===== config.mk =====
export PLATFORM = sky130hd
export DESIGN_NAME = regfile_sb_flat
export DESIGN_NICKNAME = d
export VERILOG_FILES = /design/src/rtl/regfile_sb_if.sv /design/src/rtl/regfile_sb.sv /design/src/flat_wrapper.sv
export SDC_FILE = /design/constraint.sdc
export NUM_CORES = 1
export LEC_CHECK = 0
export CAP_MARGIN = 20
export CORE_UTILIZATION = 59
export DETAILED_ROUTE_END_ITERATION = 10
export HOLD_SLACK_MARGIN = 0.06
export PLACE_DENSITY = 0.88
export RECOVER_POWER = 50
export SYNTH_ARGS = -nofsm -noshare
export SYNTH_HDL_FRONTEND = slang
export SYNTH_SLANG_ARGS = --single-unit
export TNS_END_PERCENT = 5

===== constraint.sdc =====
create_clock -name clk -period 5.35 [get_ports clk]
set_input_delay 0.535 -clock clk [delete_from_list [all_inputs] [get_ports clk]]
set_output_delay 0.535 -clock clk [all_outputs]
set_load 0.01 [all_outputs]

===== src/rtl/regfile_sb_if.sv =====
// Register-file bus: write port, two read ports, reservation port and status.
interface regfile_sb_if #(
   parameter int unsigned DATA_W = 16,
   parameter int unsigned ADDR_W = 3
) ();

   logic              wr_en;
   logic [ADDR_W-1:0] wr_addr;
   logic [DATA_W-1:0] wr_data;

   logic [ADDR_W-1:0] rd_addr1;
   logic [ADDR_W-1:0] rd_addr2;
   logic [DATA_W-1:0] rd_data1;
   logic [DATA_W-1:0] rd_data2;
   logic              rd_busy1;
   logic              rd_busy2;

   logic              rsv_en;
   logic [ADDR_W-1:0] rsv_addr;
   logic              rsv_ok;

   logic [ADDR_W:0]   busy_cnt;
   logic              err_unrsv;

   // Requester side (pipeline issue/writeback logic)
   modport master (
      output wr_en, wr_addr, wr_data,
      output rd_addr1, rd_addr2,
      output rsv_en, rsv_addr,
      input  rd_data1, rd_data2, rd_busy1, rd_busy2,
      input  rsv_ok, busy_cnt, err_unrsv
   );

   // Register-file side
   modport slave (
      input  wr_en, wr_addr, wr_data,
      input  rd_addr1, rd_addr2,
      input  rsv_en, rsv_addr,
      output rd_data1, rd_data2, rd_busy1, rd_busy2,
      output rsv_ok, busy_cnt, err_unrsv
   );

endinterface


===== src/rtl/regfile_sb.sv =====
// Register file with per-register scoreboard (busy bits), two combinational
// read ports, one write port and a reservation port for pending producers.
module regfile_sb #(
   parameter int unsigned DATA_W  = 16,
   parameter int unsigned ADDR_W  = 3,
   parameter bit          BYPASS  = 1'b1,
   parameter bit          ZERO_R0 = 1'b0
) (
   input  logic          clk,
   input  logic          rst,
   regfile_sb_if.slave   bus
);

   localparam int unsigned DEPTH = 2 ** ADDR_W;
   localparam int unsigned CNT_W = ADDR_W + 1;

   logic [DATA_W-1:0] regs_q [DEPTH];
   logic [DATA_W-1:0] regs_d [DEPTH];
   logic [DEPTH-1:0]  busy_q;
   logic [DEPTH-1:0]  busy_d;
   logic [CNT_W-1:0]  busy_cnt_q;
   logic [CNT_W-1:0]  busy_cnt_d;
   logic              err_q;
   logic              err_d;

   logic              wr_r0_c;
   logic              wr_eff_c;
   logic              rsv_r0_c;
   logic              rsv_ok_c;
   logic              rsv_acc_c;
   logic              fwd1_c;
   logic              fwd2_c;
   logic [DATA_W-1:0] rd_data1_c;
   logic [DATA_W-1:0] rd_data2_c;
   logic              rd_busy1_c;
   logic              rd_busy2_c;

   // Register 0 exemption and effective write qualification
   always_comb begin
      wr_r0_c  = ZERO_R0 && (bus.wr_addr == '0);
      rsv_r0_c = ZERO_R0 && (bus.rsv_addr == '0);
      wr_eff_c = bus.wr_en && !wr_r0_c;
   end

   // Same-cycle forwarding detection per read port
   always_comb begin
      fwd1_c = BYPASS && bus.wr_en && (bus.wr_addr == bus.rd_addr1);
      fwd2_c = BYPASS && bus.wr_en && (bus.wr_addr == bus.rd_addr2);
   end

   // Read port 1: zero register, forwarded write data, or stored word
   always_comb begin
      rd_data1_c = regs_q[bus.rd_addr1];
      rd_busy1_c = busy_q[bus.rd_addr1] && !fwd1_c;
      if (fwd1_c) begin
         rd_data1_c = bus.wr_data;
      end
      if (ZERO_R0 && (bus.rd_addr1 == '0)) begin
         rd_data1_c = '0;
         rd_busy1_c = 1'b0;
      end
   end

   // Read port 2: identical structure to port 1
   always_comb begin
      rd_data2_c = regs_q[bus.rd_addr2];
      rd_busy2_c = busy_q[bus.rd_addr2] && !fwd2_c;
      if (fwd2_c) begin
         rd_data2_c = bus.wr_data;
      end
      if (ZERO_R0 && (bus.rd_addr2 == '0)) begin
         rd_data2_c = '0;
         rd_busy2_c = 1'b0;
      end
   end

   // Reservation accepted if the target is free or is being retired this cycle
   always_comb begin
      rsv_ok_c = !busy_q[bus.rsv_addr] ||
                 (bus.wr_en && (bus.wr_addr == bus.rsv_addr));
      if (rsv_r0_c) begin
         rsv_ok_c = 1'b0;
      end
      rsv_acc_c = bus.rsv_en && rsv_ok_c;
   end

   // Next storage contents
   always_comb begin
      regs_d = regs_q;
      if (wr_eff_c) begin
         regs_d[bus.wr_addr] = bus.wr_data;
      end
   end

   // Next busy vector: write clears, accepted reservation sets (set wins)
   always_comb begin
      busy_d = busy_q;
      if (wr_eff_c) begin
         busy_d[bus.wr_addr] = 1'b0;
      end
      if (rsv_acc_c) begin
         busy_d[bus.rsv_addr] = 1'b1;
      end
   end

   // Population count of the next busy vector
   always_comb begin
      busy_cnt_d = '0;
      for (int unsigned i = 0; i < DEPTH; i++) begin
         busy_cnt_d = busy_cnt_d + CNT_W'(busy_d[i]);
      end
   end

   // Sticky error: a write retired a register nobody had reserved
   always_comb begin
      err_d = err_q;
      if (wr_eff_c && !busy_q[bus.wr_addr]) begin
         err_d = 1'b1;
      end
   end

   // State registers; reset discards all data and pending reservations
   always_ff @(posedge clk) begin
      if (rst) begin
         for (int unsigned i = 0; i < DEPTH; i++) begin
            regs_q[i] <= '0;
         end
         busy_q     <= '0;
         busy_cnt_q <= '0;
         err_q      <= 1'b0;
      end else begin
         regs_q     <= regs_d;
         busy_q     <= busy_d;
         busy_cnt_q <= busy_cnt_d;
         err_q      <= err_d;
      end
   end

   // Output drive
   assign bus.rd_data1  = rd_data1_c;
   assign bus.rd_data2  = rd_data2_c;
   assign bus.rd_busy1  = rd_busy1_c;
   assign bus.rd_busy2  = rd_busy2_c;
   assign bus.rsv_ok    = rsv_ok_c;
   assign bus.busy_cnt  = busy_cnt_q;
   assign bus.err_unrsv = err_q;

endmodule

===== src/flat_wrapper.sv =====
// flat-port wrapper written by rule: the top's interface ports become plain ports
module regfile_sb_flat 
#(
   parameter int unsigned DATA_W  = 16,
   parameter int unsigned ADDR_W  = 3,
   parameter bit          BYPASS  = 1'b1,
   parameter bit          ZERO_R0 = 1'b0
)
  (clk, rst, bus_wr_en, bus_wr_addr, bus_wr_data, bus_rd_addr1, bus_rd_addr2, bus_rsv_en, bus_rsv_addr, bus_rd_data1, bus_rd_data2, bus_rd_busy1, bus_rd_busy2, bus_rsv_ok, bus_busy_cnt, bus_err_unrsv);
  regfile_sb_if #(.DATA_W(DATA_W), .ADDR_W(ADDR_W)) bus_i ();
  input  logic clk;
  input  logic rst;
  input wire logic [$bits(bus_i.wr_en)-1:0] bus_wr_en;
  input wire logic [$bits(bus_i.wr_addr)-1:0] bus_wr_addr;
  input wire logic [$bits(bus_i.wr_data)-1:0] bus_wr_data;
  input wire logic [$bits(bus_i.rd_addr1)-1:0] bus_rd_addr1;
  input wire logic [$bits(bus_i.rd_addr2)-1:0] bus_rd_addr2;
  input wire logic [$bits(bus_i.rsv_en)-1:0] bus_rsv_en;
  input wire logic [$bits(bus_i.rsv_addr)-1:0] bus_rsv_addr;
  output wire logic [$bits(bus_i.rd_data1)-1:0] bus_rd_data1;
  output wire logic [$bits(bus_i.rd_data2)-1:0] bus_rd_data2;
  output wire logic [$bits(bus_i.rd_busy1)-1:0] bus_rd_busy1;
  output wire logic [$bits(bus_i.rd_busy2)-1:0] bus_rd_busy2;
  output wire logic [$bits(bus_i.rsv_ok)-1:0] bus_rsv_ok;
  output wire logic [$bits(bus_i.busy_cnt)-1:0] bus_busy_cnt;
  output wire logic [$bits(bus_i.err_unrsv)-1:0] bus_err_unrsv;
  assign bus_i.wr_en = bus_wr_en;
  assign bus_i.wr_addr = bus_wr_addr;
  assign bus_i.wr_data = bus_wr_data;
  assign bus_i.rd_addr1 = bus_rd_addr1;
  assign bus_i.rd_addr2 = bus_rd_addr2;
  assign bus_i.rsv_en = bus_rsv_en;
  assign bus_i.rsv_addr = bus_rsv_addr;
  assign bus_rd_data1 = bus_i.rd_data1;
  assign bus_rd_data2 = bus_i.rd_data2;
  assign bus_rd_busy1 = bus_i.rd_busy1;
  assign bus_rd_busy2 = bus_i.rd_busy2;
  assign bus_rsv_ok = bus_i.rsv_ok;
  assign bus_busy_cnt = bus_i.busy_cnt;
  assign bus_err_unrsv = bus_i.err_unrsv;
  regfile_sb #(.DATA_W(DATA_W), .ADDR_W(ADDR_W), .BYPASS(BYPASS), .ZERO_R0(ZERO_R0)) u_core (.clk(clk), .rst(rst), .bus(bus_i));
endmodule

==> reports/results.ini, run 1 <==
[timing]
tns_ns = 0
final-hold-violation-count = 0
hold_ws_ns = 0.462
rsz0062_at_grt = false
layout_min_cycle_time_ns = 4.60
fin_skew_ns = 0.00885
drv_slew = 12
max_freq_mhz = 217
layout_setup_ws_ns = 0.748
relSlewSlack_pct = -104
finalCritPeriodShare_pct = 86.0
timing_worst_slew_pin_value_ns = 3.02
setup_viol = 0

[worst_setup_path]
crit_end = u_core.bus.busy_cnt[1]
cp_top_family = adder cells
crit_type = in2reg
ff2ff_path_depth = 12
reg2reg_to = u_core.bus.busy_cnt[1]
crit_required_ns = 5.70
r2r-start = u_core.busy_q[4]
path_depth = 14
path_buf_inv = 5
cp_data_arrival_time_ns = 4.95
critPathMaxStageDelay_ns = 0.66
rrSetupSlack_ns = 1.40
crit_top_cell = fa_1
critPathSlowestCell = clkbuf_1
path_cells = clkdlybuf4s50_1 > clkbuf_1 > nand2b_1 > o31a_1 > o31ai_1 > ha_1 > inv_1 > fa_1 > fa_1 > inv_1 > fa_1 > inv_1 > fa_1 > nor2_1
crit_fanout = 21
end_kind = flip-flop
cp-startpoint = bus_wr_en
cp-start-kind = input port

[clock_tree]
cts_num_sinks = 141
clockBufferDepth = 2
cts_max_level = 4
cts_hold_buf = 0
clock_latency_ns = 0.43
cts_tree = yes
cts_resized = 0
cts-root-buf = clkbuf_16
post_cts_buffers = 0
clk_pin_slew_ns = 0.06
numCtsBuffers = 17

[die]
num_rows = 43
die-width_um = 121
die-area_sq_um = 14600
start_util_pct = 60.4
ioPinCount = 72
die_h_um = 121
core_sq_um = 13800

[yosys]
synth_edf_count = 0
yosys-top-cells-area = dfxtp_1 (34%), mux4_1 (17%), nand2_1 (12%)
synth_cell_types = 44
synth_warnings = 0
post-synth-top-area-cell = dfxtp_1
syn_avg_cell_area_sq_um = 9.81
synthesis.instances = 852
synth_top_area_share_pct = 33.8
yosys_register_bits = 141
async_flop_share_pct = 0
yosysSeqAreaShare_pct = 33.8
yosys-top-cells-count = nand2_1 (267), dfxtp_1 (141), a21oi_1 (129)
syn-num-nets = 891
synthFlopType = dfxtp_1
synth_area_sq_um = 8360
yosysMostFrequentCell = nand2_1

[global_route]
antenna_found_initial = 0
grt_first_pass_wirelength_um = 37300
grt_pass1_vias = 7081
grt_usage_pct = 34.1
grt_overflow = 0
grt_start_max_net_pins = 96

[power_and_ir_drop]
seq_power_share_pct = 41.9
ir_drop_mv = 0.223
clockPowerShare_pct = 45.2
p_sw_uw = 682
swShare_pct = 26.1
power.density_nw_per_um2 = 275
power.leakage_nw = 3.65
p_int_mw = 1.93
pwr-share-comb_pct = 12.9

[detailed_routing]
viasPerCell = 6.75
drtPass1Iterations = 7
routedWlPerCell_um = 22.6
num_vias = 7182
wl_um = 24100
drt-initial-drc-count = 892
detail-route-antenna-nets = 0
remaining_drc_errors = 0

[placement]
portBuffers = 71
pre_cts_slack_ns = 0.437
place_hpwl_um = 13700
gp_congestion = 0.908

[finish]
final_nets = 910
area_growth_pct = 13.8
drive_gt1_share_pct = 16.0
diodes = 0

[status]
violations = max-capacitance violations, max-slew violations
outcome = complete, but fails checks

[min_path]
worstHoldPathType = reg2reg
hp-start = u_core.regs_q[43]

[flow_run]
cap_violations = 1

routing by layer:
metal  vias to the layer above  wire, um  GRT usage, %
met5                         -         0             0
met4                         0      1240          21.0
met3                       130      2540          7.33
met2                       518     11700          56.2
met1                      3447      8600          40.8
li1                       3087         -             -
layout by cell type, fill, tap and decap left out, types with 4 or more instances in the layout:
cell type and count:
nand2_1 267, clkinvlp_4 5, clkdlybuf4s50_1 60, o31a_1 5, fa_1 4, mux2_2 49, dfxtp_1 141, a21oi_1 129
o41ai_1 7, nand3b_1 8, clkbuf_1 8, buf_4 18, mux2_4 18, nand2b_1 5, clkbuf_16 17, buf_2 4
mux4_2 17, mux4_1 55, dlygate4sd3_1 6, inv_1 7, xnor2_1 6
state kept, by name, indices dropped and copies added (netlist names):
signal                flops
u_core.regs_q           128
u_core.busy_q             8
u_core.bus.busy_cnt       4
u_core.bus.err_unrsv      1
cell type report:
| type | instances | area (sq um) |
|---|---|---|
| inverter | 7 | 26.3 |
| sequential | 141 | 2820 |
| tap | 180 | 225 |
| fill | 952 | 4320 |
| timing repair buffer | 94 | 838 |
| clock buffer | 20 | 447 |
| clock inverter | 12 | 140 |
| multi-input combinational | 610 | 5010 |
logic make-up (layout without fill, tap and decap cells):
family | after synthesis | count (layout) | synth area share [%]
flops | 141 | 141 | 33.8
mux | 140 | 140 | 31.8
xor+xnor | 9 | 9 | 0.943
buf+inv | 101 | 133 | 6.48
compound gates | 148 | 148 | 9.58
fa+ha+maj | 7 | 7 | 1.41
simple gates | 306 | 306 | 16.0
through the flow:
stage	total power, mW	instance area, sq um	utilization (%)	instances
6_report	2.62	9510	68.8	1064
5_1_grt	2.68	9510	68.8	1064
4_1_cts	2.61	9560	69.1	1064
3_5_place_dp	1.45	8970	64.9	1032
3_3_place_gp	1.44	8970	64.9	1032
2_1_floorplan	1.34	8360	-	852
power groups by stage:
stage	combinational [mW]	sequential (mW)	clock, mW
after floorplan	0.229	1.11	0
after global placement	0.325	1.12	0
after detailed placement	0.333	1.12	0
after CTS	0.337	1.10	1.18
after global routing	0.357	1.10	1.23
final	0.338	1.10	1.18
worst min path at each step:
stage                               to  slack (ns)  cells past startpoint
floorplan           u_core.regs_q[100]        0.44                      2
global placement    u_core.regs_q[103]        0.45                      2
detailed placement   u_core.regs_q[43]        0.46                      2
CTS                  u_core.regs_q[78]        0.46                      2
global route         u_core.regs_q[78]        0.48                      2
finish               u_core.regs_q[43]        0.46                      2
tightest hold or removal path, stage by stage (launching register included):
cell and delay [ns]:
dfxtp_1 0.31, nand2_1 0.05, a21oi_1 0.05
(Power assumes the default switching activity.)
==> run 2: changes to the inputs <==
--- a/config.mk
+++ b/config.mk
@@ -5,12 +5,14 @@
 export SDC_FILE = /design/constraint.sdc
 export NUM_CORES = 1
 export LEC_CHECK = 0
+export ABC_AREA = 1
 export CAP_MARGIN = 20
 export CORE_UTILIZATION = 59
 export DETAILED_ROUTE_END_ITERATION = 10
 export HOLD_SLACK_MARGIN = 0.06
 export PLACE_DENSITY = 0.88
 export RECOVER_POWER = 50
+export SKIP_CTS_REPAIR_TIMING = 1
 export SYNTH_ARGS = -nofsm -noshare
 export SYNTH_HDL_FRONTEND = slang
 export SYNTH_SLANG_ARGS = --single-unit
==> reports/results.ini, run 2 <==
[finish]
final_util_pct = 69.1  ; was 68.8%
final_nets = 1211  ; was 910
drive_gt1_share_pct = 7.85  ; was 16.0%
top_register = u_core.regs_q  ; unchanged
fillers = 1188  ; was 952
mostFrequentLayoutCell = nor2_1  ; was nand2_1
diodes = 0  ; unchanged
most-common-layout-cells = nor2_1 (156), dfxtp_1 (141), nand2_1 (120)  ; was nand2_1 (267), dfxtp_1 (141), a21oi_1 (129)
area_growth_pct = 12.7  ; was 13.8%
multi_input_area_sq_um = 4380  ; was 5010 sq um
largest_reg_flops = 128  ; unchanged
seq_area_sq_um = 2820  ; unchanged

[yosys]
yosys-top-cells-count = nor2_1 (151), dfxtp_1 (141), nand2_1 (119)  ; was nand2_1 (267), dfxtp_1 (141), a21oi_1 (129)
synthFlopType = dfxtp_1  ; unchanged
yosysSeqAreaShare_pct = 34.2  ; was 33.8%
synth_top_family_by_area = compound AO/OA/AOI/OAI gates  ; was multiplexers
async_flop_share_pct = 0  ; unchanged
yosys_register_bits = 141  ; unchanged
synthesis.instances = 1163  ; was 852
syn_avg_cell_area_sq_um = 7.09  ; was 9.81 sq um
synth_edf_count = 0  ; unchanged
post-synth-top-area-cell = dfxtp_1  ; unchanged
synth_area_sq_um = 8250  ; was 8360 sq um
synth_xor_area_share_pct = 0.106  ; was 0.943%
yosys.area_share.simple_pct = 21.1  ; was 16.0%
synth_mux_area_share_pct = 0  ; was 31.8%
yosys-top-cells-area = dfxtp_1 (34%), a211oi_1 (9.4%), nor2_1 (6.9%)  ; was dfxtp_1 (34%), mux4_1 (17%), nand2_1 (12%)
syn-num-nets = 1202  ; was 891
synth_cell_types = 34  ; was 44
yosysMostFrequentCell = nor2_1  ; was nand2_1
synth_compound_area_share_pct = 31.2  ; was 9.58%
synth_warnings = 0  ; unchanged
synth_fa_ha_area_share_pct = 1.43  ; was 1.41%
synth_top_area_share_pct = 34.2  ; was 33.8%

[die]
start_util_pct = 61.3  ; was 60.4%
die-area_sq_um = 14500  ; was 14600 sq um
die-width_um = 120  ; was 121 um
num_rows = 42  ; was 43
ioPinCount = 72  ; unchanged
die_h_um = 120  ; was 121 um
core_sq_um = 13500  ; was 13800 sq um

[worst_setup_path]
crit_fanout = 32  ; was 21
critPathMaxStageDelay_ns = 1.12  ; was 0.66 ns
crit_top_cell = inv_1  ; was fa_1
cp_top_family = buffers and inverters  ; was adder cells
cp-start-kind = input port  ; unchanged
crit_required_ns = 5.63  ; was 5.70 ns
path_buf_inv = 6  ; was 5
path_cells = dlygate4sd3_1 > nand2_1 > nor2_4 > clkbuf_1 > inv_1 > nand2_1 > nand2_1 > inv_1 > fa_1 > inv_1 > fa_1 > inv_1 > fa_1 > xor2_1 > nor2_1  ; was clkdlybuf4s50_1 > clkbuf_1 > nand2b_1 > o31a_1 > o31ai_1 > ha_1 > inv_1 > fa_1 > fa_1 > inv_1 > fa_1 > inv_1 > fa_1 > nor2_1
end_kind = flip-flop  ; unchanged
critPathSlowestCell = clkbuf_1  ; unchanged
crit_type = in2reg  ; unchanged
cp_data_arrival_time_ns = 4.65  ; was 4.95 ns

[status]
violations = max-capacitance violations, max-slew violations  ; unchanged
outcome = complete, but fails checks  ; unchanged

[placement]
gp_congestion = 0.949  ; was 0.908
place_hpwl_um = 14600  ; was 13700 um
portBuffers = 71  ; unchanged

[detailed_routing]
num_vias = 8233  ; was 7182
drtPass1Iterations = 8  ; was 7
remaining_drc_errors = 0  ; unchanged
viasPerCell = 6.05  ; was 6.75
wl_um = 24200  ; was 24100 um
routedWlPerCell_um = 17.8  ; was 22.6 um
drt-initial-drc-count = 865  ; was 892
detail-route-antenna-nets = 0  ; unchanged

[global_route]
grt_usage_pct = 34.0  ; was 34.1%
antenna_found_initial = 0  ; unchanged
grt_start_max_net_pins = 97  ; was 96
grt_overflow = 0  ; unchanged
grt_first_pass_wirelength_um = 38300  ; was 37300 um
grt_pass1_vias = 7571  ; was 7081

[clock_tree]
cts_max_level = 4  ; unchanged
clk_pin_slew_ns = 0.06  ; about the same
cts_tree = yes  ; unchanged
clock_latency_ns = 0.43  ; about the same
clockBufferDepth = 2  ; unchanged
cts-root-buf = clkbuf_16  ; unchanged
cts_num_sinks = 141  ; unchanged
numCtsBuffers = 17  ; unchanged

[timing]
timing_worst_slew_pin_value_ns = 2.03  ; was 3.02 ns
setup_viol = 0  ; unchanged
relSlewSlack_pct = -35.6  ; was -104%
finalCritPeriodShare_pct = 81.7  ; was 86.0%
tns_ns = 0  ; unchanged
fin_skew_ns = 0.00805  ; was 0.00885 ns
layout_min_cycle_time_ns = 4.37  ; was 4.60 ns
final-hold-violation-count = 0  ; unchanged
drv_slew = 194  ; was 12
rsz0062_at_grt = false  ; unchanged
max_freq_mhz = 229  ; was 217 MHz

[power_and_ir_drop]
ir_drop_mv = 0.275  ; was 0.223 mV
power.density_nw_per_um2 = 299  ; was 275 nW/um^2
finalPower_mw = 2.78  ; was 2.62 mW
power.leakage_nw = 3.37  ; was 3.65 nW

[min_path]
worstHoldPathType = reg2reg  ; unchanged

[flow_run]
cap_violations = 6  ; was 1

## run 2: routing by layer
| metal | global-route usage [%] | part of all wire (%) | vias to the layer above |
|---|---|---|---|
| li1 | - | - | 4038 |
| met5 | 0 | 0 | - |
| met1 | 44.6 | 43 | 3718 |
| met4 | 16.4 | 3.3 | 0 |
| met3 | 7.17 | 8.5 | 74 |
| met2 | 53.2 | 45 | 403 |
## run 2: report_power, final
| part | internal (mW) | leakage (nW) | total (mW) | switching, mW |
|---|---|---|---|---|
| Combinational | 0.187 | 1.95 | 0.493 | 0.307 |
| Clock | 0.728 | 0.280 | 1.18 | 0.450 |
| Sequential | 1.09 | 1.15 | 1.11 | 0.0230 |
| Total | 2.00 | 3.37 | 2.78 | 0.780 |
## run 2: cells by family (layout without fill, tap and decap cells)
logic type | count (synthesis) | count (layout)
flip-flops | 141 | 141
AO/OA/AOI/OAI | 395 | 395
XOR/XNOR | 1 | 1
AND/OR/NAND/NOR | 394 | 394
buffers and inverters | 225 | 247
adder cells (fa/ha/maj) | 7 | 7
## run 2: worst min-delay path: stages (launching register included)
cell and delay (ns):
dfxtp_1 0.31, inv_1 0.04, a21oi_1 0.05
## run 2: stage by stage
stage               setup WS [ns]  cell area [sq um]  cells  hold slack [ns]
floorplan                    1.63               8250   1163            0.446
global route                0.683               9300   1361            0.481
CTS                          1.22               9380   1361            0.451
detailed placement          0.786               8800   1329            0.442
global placement            0.852               8800   1329            0.440
finish                      0.979               9300   1361            0.445
## run 2: final timing paths
kind	startpoint	to	slack (ns)	depth (start not counted)
min reg2reg	u_core.bus.err_unrsv	u_core.bus.err_unrsv	0.45	2
min	u_core.bus.err_unrsv	u_core.bus.err_unrsv	0.45	2
max reg2reg	u_core.busy_q[3]	u_core.bus.busy_cnt[1]	1.70	16
max	bus_wr_addr[0]	u_core.bus.busy_cnt[2]	0.98	15
## run 2: cell type report
cell class | instances | share of cell area, %
multi-input combinational | 797 | 47.1
clock inverter | 12 | 1.57
inverter | 124 | 5.06
clock buffer | 20 | 4.70
sequential | 141 | 30.4
timing repair buffer | 91 | 8.83
tap | 176 | 2.37
